<file path="src/rtl/vboard_refresh_ctrl.sv">
// Board panel refresh sequencer: staged output commit, bridge req/ack handshake, input capture.
// Optional per-bit input debounce is enabled by defining VBOARD_DEBOUNCE_EN.
module vboard_refresh_ctrl #(
    parameter int IN_W        = 43,
    parameter int OUT_W       = 82,
    parameter int REFRESH_DIV = 1000,
    parameter int ACK_TMO     = 255,
    parameter int DEB_CNT     = 3
) (
    input  logic             clk,
    input  logic             rst_n,
    input  logic             wr_en,
    input  logic [1:0]       wr_idx,
    input  logic [31:0]      wr_data,
    input  logic             force_refresh,
    output logic [OUT_W-1:0] out_vec,
    output logic             refresh_req,
    input  logic             refresh_ack,
    input  logic [IN_W-1:0]  in_vec_raw,
    output logic [IN_W-1:0]  in_vec,
    output logic [IN_W-1:0]  in_chg_mask,
    output logic             in_chg_irq,
    output logic             busy,
    output logic             tmo_err,
    input  logic             err_clr
);

    localparam int PW = $clog2(REFRESH_DIV);
    localparam int AW = $clog2(ACK_TMO + 1);

    typedef enum logic [1:0] {IDLE, REQ, CAP, DROP} state_t;

    state_t           state, state_nxt;
    logic [OUT_W-1:0] staging, staging_nxt;
    logic [PW-1:0]    per_cnt;
    logic [AW-1:0]    ack_cnt;
    logic             pend_force;
    logic             go;
    logic             tmo_hit;
    logic [IN_W-1:0]  in_nxt;

    assign go      = (per_cnt == PW'(REFRESH_DIV - 1)) || force_refresh || pend_force;
    assign tmo_hit = (state == REQ) && !refresh_ack && (ack_cnt == AW'(ACK_TMO - 1));

    // Word 2 takes the full 32-bit word and truncates to OUT_W, discarding the excess bits.
    always_comb begin
        staging_nxt = staging;
        if (wr_en) begin
            case (wr_idx)
                2'd0:    staging_nxt = OUT_W'({staging[OUT_W-1:32], wr_data});
                2'd1:    staging_nxt = OUT_W'({staging[OUT_W-1:64], wr_data, staging[31:0]});
                2'd2:    staging_nxt = OUT_W'({wr_data, staging[63:0]});
                default: staging_nxt = staging;
            endcase
        end
    end

`ifdef VBOARD_DEBOUNCE_EN
    logic [1:0] deb_cnt [IN_W];
    logic [1:0] deb_nxt [IN_W];

    always_comb begin
        in_nxt = in_vec;
        for (int unsigned i = 0; i < IN_W; i++) begin
            deb_nxt[i] = '0;
            if (in_vec_raw[i] != in_vec[i]) begin
                if (({1'b0, deb_cnt[i]} + 3'd1) >= 3'(DEB_CNT)) begin
                    in_nxt[i] = in_vec_raw[i];
                end else begin
                    deb_nxt[i] = deb_cnt[i] + 2'd1;
                end
            end
        end
    end

    always_ff @(posedge clk) begin
        if (!rst_n) begin
            for (int unsigned i = 0; i < IN_W; i++) deb_cnt[i] <= '0;
        end else if (state == CAP) begin
            for (int unsigned i = 0; i < IN_W; i++) deb_cnt[i] <= deb_nxt[i];
        end
    end
`else
    always_comb begin
        in_nxt = in_vec_raw;
    end
`endif

    always_ff @(posedge clk) begin
        if (!rst_n) state <= IDLE;
        else        state <= state_nxt;
    end

    always_comb begin
        state_nxt = state;
        case (state)
            IDLE:    if (go) state_nxt = REQ;
            REQ:     if (refresh_ack) state_nxt = CAP;
                     else if (tmo_hit) state_nxt = IDLE;
            CAP:     state_nxt = DROP;
            DROP:    if (!refresh_ack) state_nxt = IDLE;
            default: state_nxt = IDLE;
        endcase
    end

    always_comb begin
        refresh_req = (state == REQ);
        busy        = (state != IDLE);
    end

    always_ff @(posedge clk) begin
        if (!rst_n) begin
            staging     <= '0;
            out_vec     <= '0;
            per_cnt     <= '0;
            ack_cnt     <= '0;
            pend_force  <= 1'b0;
            in_vec      <= '0;
            in_chg_mask <= '0;
            in_chg_irq  <= 1'b0;
            tmo_err     <= 1'b0;
        end else begin
            staging    <= staging_nxt;
            in_chg_irq <= 1'b0;
            if (state != IDLE && force_refresh) pend_force <= 1'b1;
            case (state)
                IDLE: begin
                    if (go) begin
                        out_vec    <= staging_nxt;
                        per_cnt    <= '0;
                        ack_cnt    <= '0;
                        pend_force <= 1'b0;
                    end else begin
                        per_cnt <= per_cnt + 1'b1;
                    end
                end
                REQ: begin
                    if (!refresh_ack && !tmo_hit) ack_cnt <= ack_cnt + 1'b1;
                end
                CAP: begin
                    in_vec      <= in_nxt;
                    in_chg_mask <= in_vec ^ in_nxt;
                    in_chg_irq  <= |(in_vec ^ in_nxt);
                end
                default: ;
            endcase
            if (tmo_hit)      tmo_err <= 1'b1;
            else if (err_clr) tmo_err <= 1'b0;
        end
    end

endmodule
</file>
<file path="config.mk">
export PLATFORM = sky130hd
export DESIGN_NAME = vboard_refresh_ctrl
export DESIGN_NICKNAME = d
export VERILOG_FILES = /design/src/rtl/vboard_refresh_ctrl.sv
export SDC_FILE = /design/constraint.sdc
export NUM_CORES = 1
export LEC_CHECK = 0
export CAP_MARGIN = 10
export CORE_MARGIN = 3
export CORE_UTILIZATION = 52
export CTS_CLUSTER_DIAMETER = 50
export CTS_CLUSTER_SIZE = 20
export DETAILED_ROUTE_END_ITERATION = 7
export PLACE_DENSITY = 0.84
export SLEW_MARGIN = 20
export SYNTH_ARGS = -nofsm -noshare
export SYNTH_HDL_FRONTEND = slang
export SYNTH_SLANG_ARGS = --single-unit
export TNS_END_PERCENT = 20
</file>
<file path="constraint.sdc">
create_clock -name clk -period 3.1 [get_ports clk]
set_clock_uncertainty 0.15 [all_clocks]
set_input_delay 0.62 -clock clk [delete_from_list [all_inputs] [get_ports clk]]
set_output_delay 0.62 -clock clk [all_outputs]
set_load 0.01 [all_outputs]
</file>
# Yosys cells after proc, flatten, opt, wreduce, memory -nomap -nowiden

Cells that the tools add are included.

$add $sub $neg: 2
Eq/ne operators: 11
Mux-type cells: 16
Bitwise gates (word level): 1
Reductions and logical operators: 18

Operators by type and width:

| cell                    | number |
|---|---|
| $pmux W82 S3            | 1 |
| $mux W82                | 1 |
| $reduce_or A43 Y1       | 1 |
| $xor A43 B43 Y43        | 1 |
| $mux W8                 | 2 |
| $pmux W8 S2             | 1 |
| $add A10 B1 Y10 const B | 1 |
| $eq A10 B10 Y1 const B  | 1 |
| $mux W10                | 1 |
| $add A8 B1 Y8 const B   | 1 |
| $eq A8 B8 Y1 const B    | 1 |
| $mux W2                 | 4 |
| $pmux W2 S4             | 1 |
| $eq A2 B2 Y1 const B    | 3 |
| $reduce_and A3 Y1       | 2 |
| $reduce_bool A2 Y1      | 3 |
| $mux W1                 | 5 |
| $eq A2 B1 Y1 const B    | 2 |
| $logic_and A1 B1 Y1     | 4 |
| $logic_not A2 Y1        | 2 |
| $ne A2 B2 Y1 const B    | 2 |
| $reduce_and A2 Y1       | 2 |
| $ne A3 B1 Y1 const B    | 1 |
| $logic_not A1 Y1        | 2 |
| 2 further kinds         | 3 |

Register bits after elaboration: 273
Output and inout bits: 172
Logic and storage cells: 58

# Depth between registers and ports, before layout

Gate-level depths: netlist of the first run.

Depth after elaboration: 7
Gate-level depth with buffers: 6

# Worst setup path before layout of the first run

No wires, ideal clock.

Path kind: input to register
Start point: input force_refresh
End point: register out_vec[0]
Arrival: 1.795 ns
Setup slack: 1.096 ns
Stages: 5
Buffers on the path: 1
Cell sequence: nor2_1 > o31ai_1 > a21oi_1 > clkbuf_1 > o22a_1

Longest elaborated chain between the ends: 3

Ends and longest elaborated chain:

| what                               | line | text |
|---|---|---|
| from (decl)                        | 15   | `input logic force_refresh,` |
| $logic_or A1 B1 Y1 (2 in series)   | 42   | `assign go = (per_cnt == PW'(REFRESH_DIV - 1)) \|\| force_refresh \|\| pend_force;` |
| $reduce_and A2 Y1 (no source line) | n/a  |  |
| to (signal assigned)               | 129  | `out_vec <= staging_nxt;` |
| to (decl)                          | 16   | `output logic [OUT_W-1:0] out_vec,` |

Every way passes these cells.
A chain may end at the register's enable or synchronous reset.

# Final worst setup path of the first run

Start point: register state[0]
End point: output busy

Longest elaborated chain between the ends: 1

Ends and longest elaborated chain:

| what                   | line | text |
|---|---|---|
| from (decl)            | 33   | `state_t state, state_nxt;` |
| from (signal assigned) | 91   | `else state <= state_nxt;` |
| $reduce_bool A2 Y1     | 108  | `busy = (state != IDLE);` |
| to (decl)              | 23   | `output logic busy,` |

Every way passes these cells.

==> results of run 1 <==
-- sequential cells by signal, summed over array words and instances (netlist names), named ones only --
register,count
out_vec,82
state,1
in_chg_irq,1
staging,82
in_vec,43
per_cnt,10
tmo_err,1
in_chg_mask,43
pend_force,1
ack_cnt,8
-- metal layers --
| layer | GRT usage, % | vias to the layer above | routed length [um] |
|---|---|---|---|
| met4 | 5.75 | 0 | 599 |
| met3 | 9.21 | 40 | 2700 |
| met5 | 0 | - | 0 |
| li1 | - | 4085 | - |
| met2 | 42.4 | 284 | 12800 |
| met1 | 30.7 | 4019 | 10400 |
-- layout by cell type (no fill, tap or decap), drive strengths merged, types with 4 or more instances in the layout --
master,instances
a21oi,136
o21ai,6
nor2,57
nand3,6
nand4,15
inv,8
o22a,82
xnor2,45
clkbuf,28
clkinv,5
dfxtp,273
xor2,7
a211oi,43
or3,4
nand2,261
o211ai,4
clkdlybuf4s50,254
buf,20
-- critical path, stage by stage (launching register included) --
cell	delay, ns
dfxtp_1	0.55
nor2_2	0.15
inv_2	0.21
clkdlybuf4s50_1	0.58
-- power groups by stage --
stage	Clock (mW)	Sequential (mW)	Combinational, mW
after floorplan	0	4.05	0.500
after detailed placement	0	3.98	1.31
after global placement	0	3.97	1.29
after CTS	2.99	3.90	1.32
after global routing	3.14	3.93	1.41
final	2.94	3.90	1.31
-- kinds of logic after synthesis --
| kind of cell | count (synthesis) | synth area share (%) |
|---|---|---|
| AO/OA/AOI/OAI | 278 | 19.0 |
| XOR/XNOR | 52 | 4.71 |
| adder cells (fa/ha/maj) | 3 | 0.389 |
| buffers and inverters | 77 | 3.29 |
| flip-flops | 273 | 56.6 |
| AND/OR/NAND/NOR | 369 | 16.0 |
-- through the flow --
step	area [um2]	util (%)	instances	worst slack [ns]
6_report	13200	73.2	1522	0.326
5_1_grt	13200	73.2	1522	0.223
4_1_cts	13200	73.2	1522	0.334
3_5_place_dp	12500	68.9	1482	0.394
3_3_place_gp	12500	68.9	1482	0.428
2_1_floorplan	9660	-	1052	1.10
-- worst max path at each step --
stage,from,end,slack (ns),depth (start not counted)
2_1_floorplan,force_refresh,out_vec[0],1.10,5
3_3_place_gp,force_refresh,out_vec[41],0.43,6
3_5_place_dp,force_refresh,out_vec[37],0.39,6
4_1_cts,state[0],busy,0.33,3
5_1_grt,state[0],busy,0.22,3
6_report,state[0],busy,0.33,3
-- final cells by class --
class | count | area [um2]
flip-flops and latches | 273 | 5470
fillers | 1267 | 4860
multi-input cells | 702 | 3910
repair buffers | 274 | 2780
clock buffers | 28 | 614
well taps | 229 | 287
clock inverters | 12 | 158
inverters | 4 | 20.0
==> flow_summary.ini, run 1 <==
[status]
status = finished, final reports clean

[critical_path]
worstPathMaxFanout = 12
cp-end-kind = primary output
worst_ep_arrival_time_ns = 2.00
start_kind = register
crit_required_ns = 2.33
r2r_cells = 6
r2r_slack_ns = 0.64
path_class = reg2out
rr_startpoint = per_cnt[0]
reg2reg_to = out_vec[37]

[synth]
yosysWarnings = 0
synth_area_um2 = 9660
synth.most_common_cell = dfxtp_1
synthTopCellsByCount = dfxtp_1, nand2_1, a21oi_1
synth_top_cell_by_area = dfxtp_1
postSynthCellCount = 1052
synth_edf_count = 0
yosysTopAreaCellShare_pct = 56.6
ys_seq_area_share_pct = 56.6
ys_ff_latch = 273
synthArstFlopShare_pct = 0
yosys-top-cells-area = dfxtp_1, nand2_1, o22a_1, a21oi_1, xnor2_1
synth_area_per_cell_um2 = 9.18
synthFlopType = dfxtp_1
synth_nets = 1138
synthDistinctLibCells = 41

[sta]
finalCriticalPeriod_ns = 2.77
fin_tns_setup_ns = 0
slew_headroom_pct = 49.8
rsz0062_at_grt = false
fmaxAchievable_mhz = 360
hold_viol = 0
holdWs_ns = 0.313
worst_slew_pin_slew_ns = 0.752
slew_viol_final = 0
fin_crit_sh_pct = 89.5
finalSetupViolations = 0

[clock_tree]
postCtsSetupBuffers = 0
htree_num_levels = 1
cts_tree = built
root_buffer = clkbuf_16
cts_buffer_depth = 3
clock_latency_ns = 0.51
cts_buffers = 23
clk_pin_slew_ns = 0.08
ctsHoldBuffers = 0
clock-sinks = 273
ctsResizeCount = 0

[route]
vias = 8428
viasPerCell = 5.54
drtAntennaViolNets = 0
avgRoutedWirePerCell_um = 17.4
drc = 0
firstDrtPassIters = 5
drt-initial-drc-count = 441
wirelength_um = 26500

[run]
drv_cap = 0

[global_routing]
grt_pass1_wl_um = 41600
grt_pass1_vias = 8054
grt_start_max_net_pins = 83
grtUsageTotal_pct = 25.0
grt_overflow = 0
antenna_found_initial = 0

[floorplan]
initial_core_util_pct = 53.4
ioPinCount = 255
die_width_um = 142
row_count = 49
die_y_um = 142
die_area_um2 = 20200
core_area_um2 = 18100

[power_and_ir_drop]
switching_power_mw = 2.10
comb_power_share_pct = 16.1
p_leak_nw = 4.87
peakVddDrop_mv = 0.455
p_int_mw = 6.06
swShare_pct = 25.8
power_mw = 8.16
seqPwrFrac_pct = 47.9
power_density_nw_per_um2 = 616
clkPwrFrac_pct = 36.1

[hold_path]
min_to = staging[25]
hp-class = reg2reg
min_from = staging[25]
hold_path_depth = 2

[placed_design]
hpwl_um = 17700
port_buffers = 254
gp_congestion = 0.816

[cells_and_area]
final_layout_size_suffix_gt1_share_pct = 5.10
areaGrowthSynthToFinish_pct = 37.0
nets = 1364
n_antenna_cell = 0
Power figures use the tool's default switching activity.
==> inputs of run 2 (changes only) <==
--- a/config.mk
+++ b/config.mk
@@ -12,7 +12,7 @@
 export CTS_CLUSTER_SIZE = 20
 export DETAILED_ROUTE_END_ITERATION = 7
 export PLACE_DENSITY = 0.84
-export SLEW_MARGIN = 20
+export SLEW_MARGIN = 0
 export SYNTH_ARGS = -nofsm -noshare
 export SYNTH_HDL_FRONTEND = slang
 export SYNTH_SLANG_ARGS = --single-unit
==> results of run 2 <==
No change in the layout: final DEF, timing and power equal those of run 1.
==> inputs of run 3 (changes only) <==
--- a/config.mk
+++ b/config.mk
@@ -7,11 +7,11 @@
 export LEC_CHECK = 0
 export CAP_MARGIN = 10
 export CORE_MARGIN = 3
-export CORE_UTILIZATION = 52
+export CORE_UTILIZATION = 48
 export CTS_CLUSTER_DIAMETER = 50
 export CTS_CLUSTER_SIZE = 20
 export DETAILED_ROUTE_END_ITERATION = 7
-export PLACE_DENSITY = 0.84
+export PLACE_DENSITY = 0.78
 export SLEW_MARGIN = 0
 export SYNTH_ARGS = -nofsm -noshare
 export SYNTH_HDL_FRONTEND = slang
==> constraint.sdc (replaced) <==
create_clock -name clk -period 2.9 [get_ports clk]
set_clock_uncertainty 0.15 [all_clocks]
set_input_delay 0.58 -clock clk [delete_from_list [all_inputs] [get_ports clk]]
set_output_delay 0.58 -clock clk [all_outputs]
set_load 0.01 [all_outputs]
==> run 3 against run 2 <==
Net effect:
- non-clock buffer count is 4 lower
- die area is 8.0% higher
- sequential share of layout area is 0.36 points lower
- core utilization is 5.0 points lower
- sequential power is 7.2% higher
- global-route usage is 1.9 points lower
- critical path depth stayed put
- first-iteration DRC count is 17% lower
- worst hold slack worse by 0.00061 ns
- power is 10% higher
- highest routed layer unchanged
==> flow_summary.ini, run 3 (synthesis results as in run 1) <==
[placed_design]
gp_congestion = 0.825
port_buffers = 254
hpwl_um = 17700
dpl-instance-area_um2 = 12500

[clock_tree]
root_buffer = clkbuf_16
clk_pin_slew_ns = 0.07
ctsResizeCount = 0
clock-sinks = 273
htree_num_levels = 1
cts_tree = built
clock_latency_ns = 0.52
ctsHoldBuffers = 0
cts_buffers = 25
postCtsSetupBuffers = 0
cts_buffer_depth = 3

[sta]
fin_crit_sh_pct = 93.4
hold_viol = 0
finalSetupViolations = 0
slew_headroom_pct = 63.5
finalCriticalPeriod_ns = 2.71
slew_viol_final = 0
fmaxAchievable_mhz = 369
rsz0062_at_grt = false
fin_tns_setup_ns = 0
worst_slew_pin_slew_ns = 0.543

[critical_path]
start_kind = register
path_class = reg2out
endpoint = busy
worstPathMaxFanout = 12
r2r_cells = 6
crit_start = state[0]
worstSetupPathDepth = 3
cpPeakStageDelay_ns = 0.59
crit_path_top_delay_cell = clkdlybuf4s50_1
reg2reg_to = out_vec[41]
rr_startpoint = per_cnt[0]
crit_required_ns = 2.17
cp.buffers_inverters = 2
worst_ep_arrival_time_ns = 1.98
cp_cell_sequence = nor2_2 -> inv_2 -> clkdlybuf4s50_1
r2r_slack_ns = 0.73
critPathTopFamily = buffers and inverters
cp-end-kind = primary output

[cells_and_area]
nets = 1362
reg_top3 = out_vec x82, staging x82
n_antenna_cell = 0
final_common_cell = dfxtp_1
fin_area_um2 = 13300
final_layout_size_suffix_gt1_share_pct = 5.41
areaGrowthSynthToFinish_pct = 38.2
final_cell_mix = dfxtp_1, nand2_1, clkdlybuf4s50_1

[power_and_ir_drop]
power_density_nw_per_um2 = 673
peakVddDrop_mv = 0.454
p_leak_nw = 4.90

[floorplan]
initial_core_util_pct = 49.3
die_area_um2 = 21900
core_area_um2 = 19600
die_y_um = 148
ioPinCount = 255
die_width_um = 148
row_count = 51

[global_routing]
grt_start_max_net_pins = 92
grt_overflow = 0
antenna_found_initial = 0
grtUsageTotal_pct = 23.1
grt_pass1_wl_um = 41800
grt_pass1_vias = 8012

[status]
status = finished, final reports clean

[route]
drc = 0
avgRoutedWirePerCell_um = 16.8
firstDrtPassIters = 6
drtAntennaViolNets = 0
drt-initial-drc-count = 368
wirelength_um = 26200
vias = 8251
viasPerCell = 5.29

[run]
drv_cap = 0

[hold_path]
hp-class = reg2reg
==> run 3: worst min-delay path by stage <==
stage	from	endpoint	slack [ns]	depth (start not counted)
floorplan	staging[0]	staging[0]	0.29	2
global placement	staging[2]	staging[2]	0.30	2
detailed placement	staging[67]	staging[67]	0.30	2
CTS	staging[10]	staging[10]	0.31	2
global route	staging[16]	staging[16]	0.33	2
finish	staging[39]	staging[39]	0.31	2
==> run 3: area by class of cell <==
cell class | count | area [um2]
fill | 1570 | 6240
sequential | 273 | 5470
multi-input combinational | 702 | 3910
timing repair buffer | 270 | 2750
clock buffer | 25 | 626
tap | 265 | 332
clock inverter | 20 | 250
inverter | 4 | 17.5
==> run 3: worst reg2reg max path, cell delays in order, from the launching register on <==
cell and delay, ns:
dfxtp_1 0.41, ha_1 0.22, nand4b_1 0.13, o31a_1 0.36, nor2_4 0.40, buf_12 0.28
o22a_1 0.18
==> run 3: routing by layer <==
layer | part of all wire (%) | global-route usage, % | up-vias
li1 | - | - | 4076
met1 | 41 | 28.9 | 3864
met2 | 47 | 38.6 | 281
met3 | 11 | 8.68 | 30
met4 | 1.4 | 4.67 | 0
met5 | 0 | 0 | -
==> run 3: stage by stage <==
step | util [%] | hold slack [ns] | power, mW | setup slack (ns) | instances
after floorplan | - | 0.291 | 4.87 | 0.936 | 1052
after global placement | 63.7 | 0.295 | 5.64 | 0.457 | 1514
after detailed placement | 63.7 | 0.301 | 5.66 | 0.429 | 1514
after CTS | 68.1 | 0.313 | 9.08 | 0.164 | 1559
final | 68.1 | 0.313 | 8.98 | 0.192 | 1559
after global routing | 68.1 | 0.334 | 9.35 | 0.104 | 1559
==> run 3: power breakdown <==
part	internal (mW)	switching, mW
registers	4.01	0.162
logic	0.733	0.664
clock network	1.79	1.61
